===== config.mk =====
export PLATFORM = sky130hd
export DESIGN_NAME = control_unit
export DESIGN_NICKNAME = d
export VERILOG_FILES = /design/src/rtl/control_unit.sv
export SDC_FILE = /design/constraint.sdc
export NUM_CORES = 1
export LEC_CHECK = 0
export ABC_CLOCK_PERIOD_IN_PS = 2500
export CORE_UTILIZATION = 50
export DETAILED_ROUTE_END_ITERATION = 8
export HOLD_SLACK_MARGIN = 0.12
export PLACE_DENSITY = 0.84
export SYNTH_ARGS = -nofsm -noshare
export SYNTH_HDL_FRONTEND = slang
export SYNTH_SLANG_ARGS = --single-unit

===== constraint.sdc =====
create_clock -name clock_in -period 2.5 [get_ports clock_in]
set_input_delay 0.5 -clock clock_in [delete_from_list [all_inputs] [get_ports clock_in]]
set_output_delay 0.5 -clock clock_in [all_outputs]
set_load 0.02 [all_outputs]

===== src/rtl/control_unit.sv =====
// control_unit: multicycle FETCH/DECODE/EXECUTE controller for the 11-bit accumulator datapath.
// Optional macro CTRL_EXT_BRANCH_EN enables BGT/BGE/BLT/BLE; otherwise they decode as NOP.
module control_unit #(
  parameter int DATA_WIDTH   = 11,
  parameter int OPCODE_WIDTH = 5
) (
  input  logic                               clock_in,
  input  logic                               reset_n_in,
  input  logic [OPCODE_WIDTH+DATA_WIDTH-1:0] instruction_in,
  input  logic                               flag_Z_in,
  input  logic                               flag_N_in,
  output logic [DATA_WIDTH-1:0]              program_memory_address_out,
  output logic [DATA_WIDTH-1:0]              operand_out,
  output logic                               op_alu_out,
  output logic [1:0]                         sel_A_out,
  output logic                               sel_B_out,
  output logic                               acc_wr_out,
  output logic                               acc_reset_out,
  output logic                               status_wr_out,
  output logic                               status_reset_out,
  output logic                               data_memory_wr_out,
  output logic                               halted_out
);

  localparam int IW = OPCODE_WIDTH + DATA_WIDTH;

  typedef logic [OPCODE_WIDTH-1:0] op_t;

  localparam op_t OP_HLT  = op_t'(0);
  localparam op_t OP_STO  = op_t'(1);
  localparam op_t OP_LD   = op_t'(2);
  localparam op_t OP_LDI  = op_t'(3);
  localparam op_t OP_ADD  = op_t'(4);
  localparam op_t OP_ADDI = op_t'(5);
  localparam op_t OP_SUB  = op_t'(6);
  localparam op_t OP_SUBI = op_t'(7);
  localparam op_t OP_BEQ  = op_t'(8);
  localparam op_t OP_BNE  = op_t'(9);
`ifdef CTRL_EXT_BRANCH_EN
  localparam op_t OP_BGT  = op_t'(10);
  localparam op_t OP_BGE  = op_t'(11);
  localparam op_t OP_BLT  = op_t'(12);
  localparam op_t OP_BLE  = op_t'(13);
`endif
  localparam op_t OP_JMP  = op_t'(14);

  typedef enum logic [2:0] {
    S_RESET,
    S_FETCH,
    S_DECODE,
    S_EXECUTE,
    S_HALT
  } state_t;

  state_t                state_q, state_d;
  logic [DATA_WIDTH-1:0] pc_q, pc_d;
  logic [IW-1:0]         ir_q, ir_d;
  op_t                   opcode;
  logic                  taken;

  assign opcode = ir_q[IW-1:DATA_WIDTH];
  assign program_memory_address_out = pc_q;
  assign operand_out = ir_q[DATA_WIDTH-1:0];

`ifndef CTRL_EXT_BRANCH_EN
  logic unused_flag_n;
  assign unused_flag_n = flag_N_in;
`endif

  // State, PC and IR registers; reset aborts any instruction in flight.
  always_ff @(posedge clock_in or negedge reset_n_in) begin
    if (!reset_n_in) begin
      state_q <= S_RESET;
      pc_q    <= '0;
      ir_q    <= '0;
    end else begin
      state_q <= state_d;
      pc_q    <= pc_d;
      ir_q    <= ir_d;
    end
  end

  // Next state, next PC and strobes; flags only reach the next-PC path.
  always_comb begin
    state_d            = state_q;
    pc_d               = pc_q;
    ir_d               = ir_q;
    taken              = 1'b0;
    op_alu_out         = 1'b0;
    sel_A_out          = 2'b00;
    sel_B_out          = 1'b0;
    acc_wr_out         = 1'b0;
    acc_reset_out      = 1'b0;
    status_wr_out      = 1'b0;
    status_reset_out   = 1'b0;
    data_memory_wr_out = 1'b0;
    halted_out         = 1'b0;
    case (state_q)
      S_RESET: begin
        acc_reset_out    = 1'b1;
        status_reset_out = 1'b1;
        state_d          = S_FETCH;
      end
      S_FETCH: begin
        ir_d    = instruction_in;
        pc_d    = pc_q + 1'b1;
        state_d = S_DECODE;
      end
      S_DECODE: begin
        state_d = S_EXECUTE;
      end
      S_EXECUTE: begin
        state_d = S_FETCH;
        case (opcode)
          OP_HLT:  state_d = S_HALT;
          OP_STO:  data_memory_wr_out = 1'b1;
          OP_LD: begin
            sel_A_out  = 2'b01;
            acc_wr_out = 1'b1;
          end
          OP_LDI: begin
            sel_A_out  = 2'b10;
            acc_wr_out = 1'b1;
          end
          OP_ADD, OP_ADDI, OP_SUB, OP_SUBI: begin
            sel_B_out     = opcode[0];
            op_alu_out    = opcode[1];
            acc_wr_out    = 1'b1;
            status_wr_out = 1'b1;
          end
          OP_BEQ:  taken = flag_Z_in;
          OP_BNE:  taken = !flag_Z_in;
`ifdef CTRL_EXT_BRANCH_EN
          OP_BGT:  taken = !flag_Z_in && !flag_N_in;
          OP_BGE:  taken = !flag_N_in;
          OP_BLT:  taken = flag_N_in;
          OP_BLE:  taken = flag_N_in || flag_Z_in;
`endif
          OP_JMP:  taken = 1'b1;
          default: ;
        endcase
        if (taken) pc_d = ir_q[DATA_WIDTH-1:0];
      end
      S_HALT: begin
        halted_out = 1'b1;
      end
      default: state_d = S_RESET;
    endcase
  end

endmodule


# == Word level (Yosys, flattened, before mapping) ==
# Index checks and enable logic that the tools add are counted.
# op_classes
n_addsub,1
eq_ne,15
n_mux,20
n_reduce_logical,7
# op_table
cell,n
$pmux 11 s2,1
$eq 5x3->1 const B,4
$eq 5x4->1 const B,3
$pmux 3 s5,1
$mux 1,13
$add 11x1->11 const B,1
$mux 11,1
$eq 5x2->1 const B,2
$eq 3x2->1 const B,2
$reduce_or 6->1,1
$eq 5x1->1 const B,1
$logic_not 5->1,1
$pmux 2 s2,1
$reduce_or 4->1,1
$eq 3x1->1 const B,1
$eq 3x3->1 const B,1
$logic_not 3->1,1
$mux 3,1
$pmux 1 s3,1
$mux 2,1
$ne 2x2->1 const B,1
$reduce_and 2->1,1
$reduce_bool 2->1,1
$logic_not 1->1,1
# totals
ff_bits,30
wordCells,46

# == Longest topological paths before layout ==
# Gate-level depths: netlist of the first run.
# depth
word_depth,5
ltp_mapped,6
ltp_nobuf,5

# == Worst setup path after synthesis of the first run ==
# Ideal clock, no wire load.
# synth_timing
kind,reg-to-output
from,reg state_q[2]
to,out sel_A_out[0]
t_arrival_ns,1.776
t_required_ns,2.000
path_slack_ns,0.224
path_stages_with_launch,6
cell_sequence,dfrtp_1 > buf_2 > and3b_1 > buf_2 > nand2_1 > nor4b_1
# synth_between
elab_chain_len,2
# synth_rtl
element,line_no,text
from (decl),55,"state_t state_q, state_d;"
from (signal assigned),77,state_q <= state_d;
$eq 3x2->1,98,case (state_q)
$mux 2,98,
to (decl),15,"output logic [1:0] sel_A_out,"
# Every way passes these cells.

# == Final worst setup path of the first run ==
# layout_timing
from,reg state_q[1]
to,out acc_wr_out
# layout_between
elab_chain_len,2
# layout_rtl
element,line_no,text
$eq 3x2->1,98,
$mux 1,98,
to (decl),17,"output logic acc_wr_out,"
# Every way passes these cells.

==> results.cfg, run 1 <==
[cells_and_area]
areaGrowthSynthToFinish_pct = 30.5
antenna_cells = 0
fillers = 252
stdcell_area_um2 = 2200
final-instance-count-excl-fill = 276
fin_nets = 252
drive_above_1_share_pct = 9.48

[setup_path]
crit_path_end_kind = output port
critical-path-max-stage-delay_ps = 620
cp.buffers_inverters = 1
crit_slowest_cell = clkdlybuf4s50_1
timing.rr.start = state_q[2]
crit_arrival_ps = 1900
crit_required_ps = 2000
worstRegToRegCells = 5
criticalPathCategory = flip-flop to output port
reg2reg_slack_ps = 670
cp_cell_sequence = and3b_1 -> nand2_1 -> nor2_1 -> clkdlybuf4s50_1
worstReg2RegEnd = program_memory_address_out[8]
critPathMaxFanout = 8
crit_family = buffers and inverters
critPathLaunchType = flip-flop

[floorplanning]
start_util_pct = 53.9
rows = 20
core_um2 = 3130
die_y_um = 60.1
die_x_um = 60.1
ios = 52
die_area_um2 = 3610

[global_route]
antenna_found_initial = 0
grt_pass1_vias = 1379
grt_pass1_wl_um = 6140
track_usage_pct = 23.3
overflow = 0
grt_start_max_net_pins = 31

[place]
placed_cell_area_um2 = 2130
place_congestion = 0.802
dp_hpwl_um = 2630
pre_cts_slack_ps = 266
portBuffers = 50
dpl.cell_count = 268

[power_and_ir_drop]
power_density_nw_per_um2 = 1430
finalPower_w = 0.00316
vdd_drop_max_uv = 747
leakage_nw = 1.02

[sta]
fmax_mhz = 417
fin_crit_ps = 2400
worst_slack_ps = 102
slew_headroom_pct = 58.0
final-max-slew-violation-count = 0
worst_pin_slew_ps = 630
fin_skew_ps = 14.1
finalSetupTns_ps = 0
fin_crit_sh_pct = 95.9
hold_viol = 0
setup_viol = 0
rsz0062_at_grt = no

[synthesis]
ys_types = 38
yosysTopAreaCell = dfrtp_1
synth_edf_count = 0
yosys_warnings = 0
seq_area_frac_synth_pct = 44.5
ys_ff_latch = 30
synth_common_cells = nand2_1, dfrtp_1, buf_4
synth_most_common_cell = nand2_1
async_flop_share_pct = 100
dominantRegCellSynth = dfrtp_1
ys_top_cells_by_area = dfrtp_1, nand2_1, buf_4
syn-cell-area_um2 = 1690
synth_nets = 212
avgSynthCellArea_um2 = 8.83
syn_inst = 191
yosysTopAreaCellShare_pct = 44.5

[routing]
totalWireLength_um = 3800
drt_iter0_drc = 73
firstDrtPassIters = 4
vias = 1510
postRouteAntennaNets = 0
routedWlPerCell_um = 13.8
drc = 0
viasPerCell = 5.47

[clock_network]
cts_sinks = 30
clk_pin_slew_worst_paths_ps = 100
clock_latency_ps = 330
clock_path_buffers = 2
numCtsBuffers = 5
cts_tree = yes
cts_root_buf = clkbuf_4
h-tree-depth = 2
post_cts_buffers = 0

[min_path]
hp-start = ir_q[9]
hold_depth = 2
hold_end = ir_q[9]
hp-class = flip-flop to flip-flop

[run]
maxCapViolCount = 0

[run_status]
status = completed
final cells by class:
class	instances	area (um2)	share of cell area, %
Tap cell	44	55.1	2.50
Clock inverter	1	5.00	0.227
Clock buffer	7	55.1	2.50
Inverter	2	7.51	0.341
Multi-Input combinational cell	133	756	34.3
Sequential cell	30	752	34.2
Timing Repair Buffer	59	571	25.9
metal layers:
layer,share of wire [%],global-route usage (%),wire [um],vias to the layer above
met5,0,0,0,-
met4,1.9,11.6,74,0
met3,5.6,5.63,211,10
met2,49,37.0,1860,66
met1,43,29.5,1650,703
li1,-,-,-,731
cells in the final DEF (no fill, tap or decap), drive strengths merged, types with 3 or more instances in the layout:
cell and n:
dfrtp 30, clkdlybuf4s50 46, nor4b 4, nor2 12
a31oi 7, a21oi 11, nand2 50, and2 3
clkbuf 7, and3 6, nor3 3, a41oi 3
o22a 9, o21ai 3, buf 9
state kept, by name, indices dropped and copies added (netlist names):
signal / flops
ir_q: 16
program_memory_address_out: 11
state_q: 3
metrics by stage:
step | utilization [%] | hold slack (ps)
floorplan | - | 204
global placement | 68.2 | 488
detailed placement | 68.2 | 498
CTS | 70.1 | 521
global route | 70.4 | 540
finish | 70.4 | 513
worst register-to-register path, stage by stage (launching register included):
cell and delay [ps]:
dfrtp_1 390, buf_4 160, or3b_1 640, buf_4 300
a21oi_1 140, o22a_1 150
kinds of logic (layout without fill, tap and decap cells):
logic type               Yosys count  count (layout)  synth area share (%)
AND/OR/NAND/NOR                   88              88                  25.1
AO/OA/AOI/OAI                     41              41                  17.1
flip-flops                        30              30                  44.5
buffers and inverters             28              69                  10.8
multiplexers                       2               2                  1.19
adder cells (fa/ha/maj)            1               1                 0.742
XOR/XNOR                           1               1                 0.519
where the power goes:
part	switching [W]	internal [W]	total, W
clock	0.000165	0.000136	0.000301
combinational	0.00100	0.000854	0.00185
sequential	0.000267	0.000734	0.00100
worst max path at each step:
stage | start | to | slack [ps] | cells past startpoint
2_1_floorplan | state_q[2] | sel_A_out[0] | 220 | 5
3_3_place_gp | state_q[1] | sel_A_out[0] | 340 | 4
4_1_cts | state_q[1] | op_alu_out | 50 | 4
6_report | state_q[1] | acc_wr_out | 100 | 4
3_5_place_dp | state_q[1] | sel_A_out[1] | 270 | 4
5_1_grt | state_q[1] | acc_wr_out | 20 | 4
repair_timing:
action	4_1_cts	5_1_grt
hold buffers	0	0
resized for setup	3	3
pin swaps	0	0
endpoints found under the setup margin	4	3
Power figures use the tool's default switching activity.
==> inputs of run 2 (changes only) <==
CORE_ASPECT_RATIO = 1.5   (was default)
CTS_CLUSTER_DIAMETER = 80   (was default)
CTS_CLUSTER_SIZE = 20   (was default)
==> run 2 against run 1 <==
  * First-iteration DRC count shrank 29%
  * Utilization shrank 0.60 points
  * Final area grew 1.1%
  * Clock power grew 30%
  * Flip-flop and latch count is the same
  * Count of clock-buffer cells in the layout is the same
  * Via count shrank 1.3%
  * Sequential power is essentially flat
  * Register-to-register slack gained 60 ps
  * Clock skew shrank 7.3 ps
  * Setup slack gained 59 ps
  * Highest routed layer unchanged
==> results.cfg, run 2 (synthesis results as in run 1) <==
[clock_network]
cts_root_buf = clkbuf_8
clk_pin_slew_worst_paths_ps = 60
post_cts_buffers = 0
clock_path_buffers = 2
clock_latency_ps = 280
cts_resized = 0
h-tree-depth = 2
cts_tree = yes
cts_sinks = 30
numCtsBuffers = 5
hold_buffers = 0

[setup_path]
crit_required_ps = 2000
criticalPathCategory = flip-flop to output port
crit_arrival_ps = 1840
crit_slowest_cell = clkdlybuf4s50_1
cp.buffers_inverters = 1
crit_path_end_kind = output port
crit_family = simple AND/OR/NAND/NOR gates
critPathLaunchType = flip-flop
critPathMaxFanout = 3
critical-path-max-stage-delay_ps = 590
cp_cell_sequence = and3b_1 -> and3_1 -> and2_1 -> clkdlybuf4s50_1

[sta]
setup_viol = 0
rsz0062_at_grt = no
fmax_mhz = 428
fin_crit_ps = 2340
fin_skew_ps = 6.86
worst_pin_slew_ps = 478
fin_crit_sh_pct = 93.6
final-max-slew-violation-count = 0
finalSetupTns_ps = 0
slew_headroom_pct = 67.9
hold_viol = 0

[floorplanning]
core_um2 = 3190
ios = 52
die_y_um = 73.1
die_x_um = 49.4
start_util_pct = 52.9
die_area_um2 = 3610
rows = 25

[cells_and_area]
areaGrowthSynthToFinish_pct = 32.0
largest_reg_flops = 16
drive_above_1_share_pct = 8.62
final_common_cell = nand2_1
fin_nets = 252
largest-register = ir_q
fillers = 285
final-instance-count-excl-fill = 272
stdcell_area_um2 = 2230
antenna_cells = 0
final_cell_mix = nand2_1, clkdlybuf4s50_1, dfrtp_1, nor2_1, a21oi_1

[place]
place_congestion = 0.858
dpl.cell_count = 264
portBuffers = 50
dp_hpwl_um = 2640
placed_cell_area_um2 = 2130

[run]
maxCapViolCount = 0

[global_route]
track_usage_pct = 23.1
use_met2_pct = 40.0
grt_start_max_net_pins = 31
grt_pass1_wl_um = 6240
use_met3_pct = 7.08
overflow = 0
grt_busiest_layer = met2
use_met1_pct = 26.1
grt_pass1_vias = 1420
antenna_found_initial = 0

[routing]
viasPerCell = 5.48
firstDrtPassIters = 4
drc = 0
totalWireLength_um = 3730
routedWlPerCell_um = 13.7
vias = 1490
postRouteAntennaNets = 0
drt_iter0_drc = 52

[min_path]
hp-class = flip-flop to flip-flop

[power_and_ir_drop]
vdd_drop_max_uv = 851
leakage_nw = 1.02
power_density_nw_per_um2 = 1450

[run_status]
status = completed
-- run 2: cell types whose count changed in the layout (fill, tap and decap cells not counted) --
cell	delta
nor2_1	+1
dfrtp_1	+1
dfrtp_2	-1
nor2_2	-1
clkdlybuf4s50_1	+2
dlygate4sd2_1	-2
clkbuf_8	+5
clkbuf_4	-5
-- run 2: metrics by stage --
| step | hold WS, ps | utilization [%] | setup WS [ps] | power [W] |
|---|---|---|---|---|
| after floorplan | 204 | - | 224 | 0.00231 |
| after global placement | 484 | 66.7 | 388 | 0.00281 |
| after detailed placement | 499 | 66.7 | 371 | 0.00286 |
| after CTS | 512 | 69.6 | 61.1 | 0.00326 |
| after global routing | 528 | 69.8 | 85.0 | 0.00349 |
| final | 507 | 69.8 | 161 | 0.00323 |
-- run 2: cell type report --
type                    instances  area (um2)  share of cell area [%]
multi-input cells             133         753                    33.8
flip-flops and latches         30         751                    33.7
repair buffers                 59         573                    25.7
clock buffers                   7        86.3                    3.88
well taps                      40        50.0                    2.25
inverters                       2        7.51                   0.337
clock inverters                 1        5.00                   0.225
-- run 2: per-layer routing --
| layer | vias to the layer above | part of all wire, % |
|---|---|---|
| met3 | 6 | 6.0 |
| met5 | - | 0 |
| met1 | 707 | 41 |
| li1 | 731 | - |
| met2 | 46 | 51 |
| met4 | 0 | 1.8 |
-- run 2: report_power, final --
group | internal (W) | switching (W)
Combinational | 0.000860 | 0.00100
Sequential | 0.000735 | 0.000244
Clock | 0.000221 | 0.000168
Total | 0.00182 | 0.00142
-- run 2: worst register-to-register path, delay by kind of cell, from the launching register on --
kind / cells / cell delay, ps
and+or+nand+nor: 1 / 600
buffers and inverters: 2 / 450
DFF: 1 / 370
AOI/OAI and AO/OA: 1 / 150
muxes: 1 / 90
-- run 2: final timing paths --
kind | start | end | slack (ps) | cells after the start
max in group asynchronous | reset_n_in | program_memory_address_out[10] | 1600 | 2
min | ir_q[8] | ir_q[8] | 510 | 2
max reg2reg | state_q[1] | program_memory_address_out[0] | 730 | 5
max | state_q[2] | sel_B_out | 160 | 4
min in group asynchronous | reset_n_in | ir_q[7] | 620 | 2
min reg2reg | ir_q[8] | ir_q[8] | 510 | 2
==> inputs of run 3 (changes only) <==
HOLD_SLACK_MARGIN = default   (was 0.12)
==> results of run 3 <==
Final layout, timing and power as in run 2 (identical DEF).
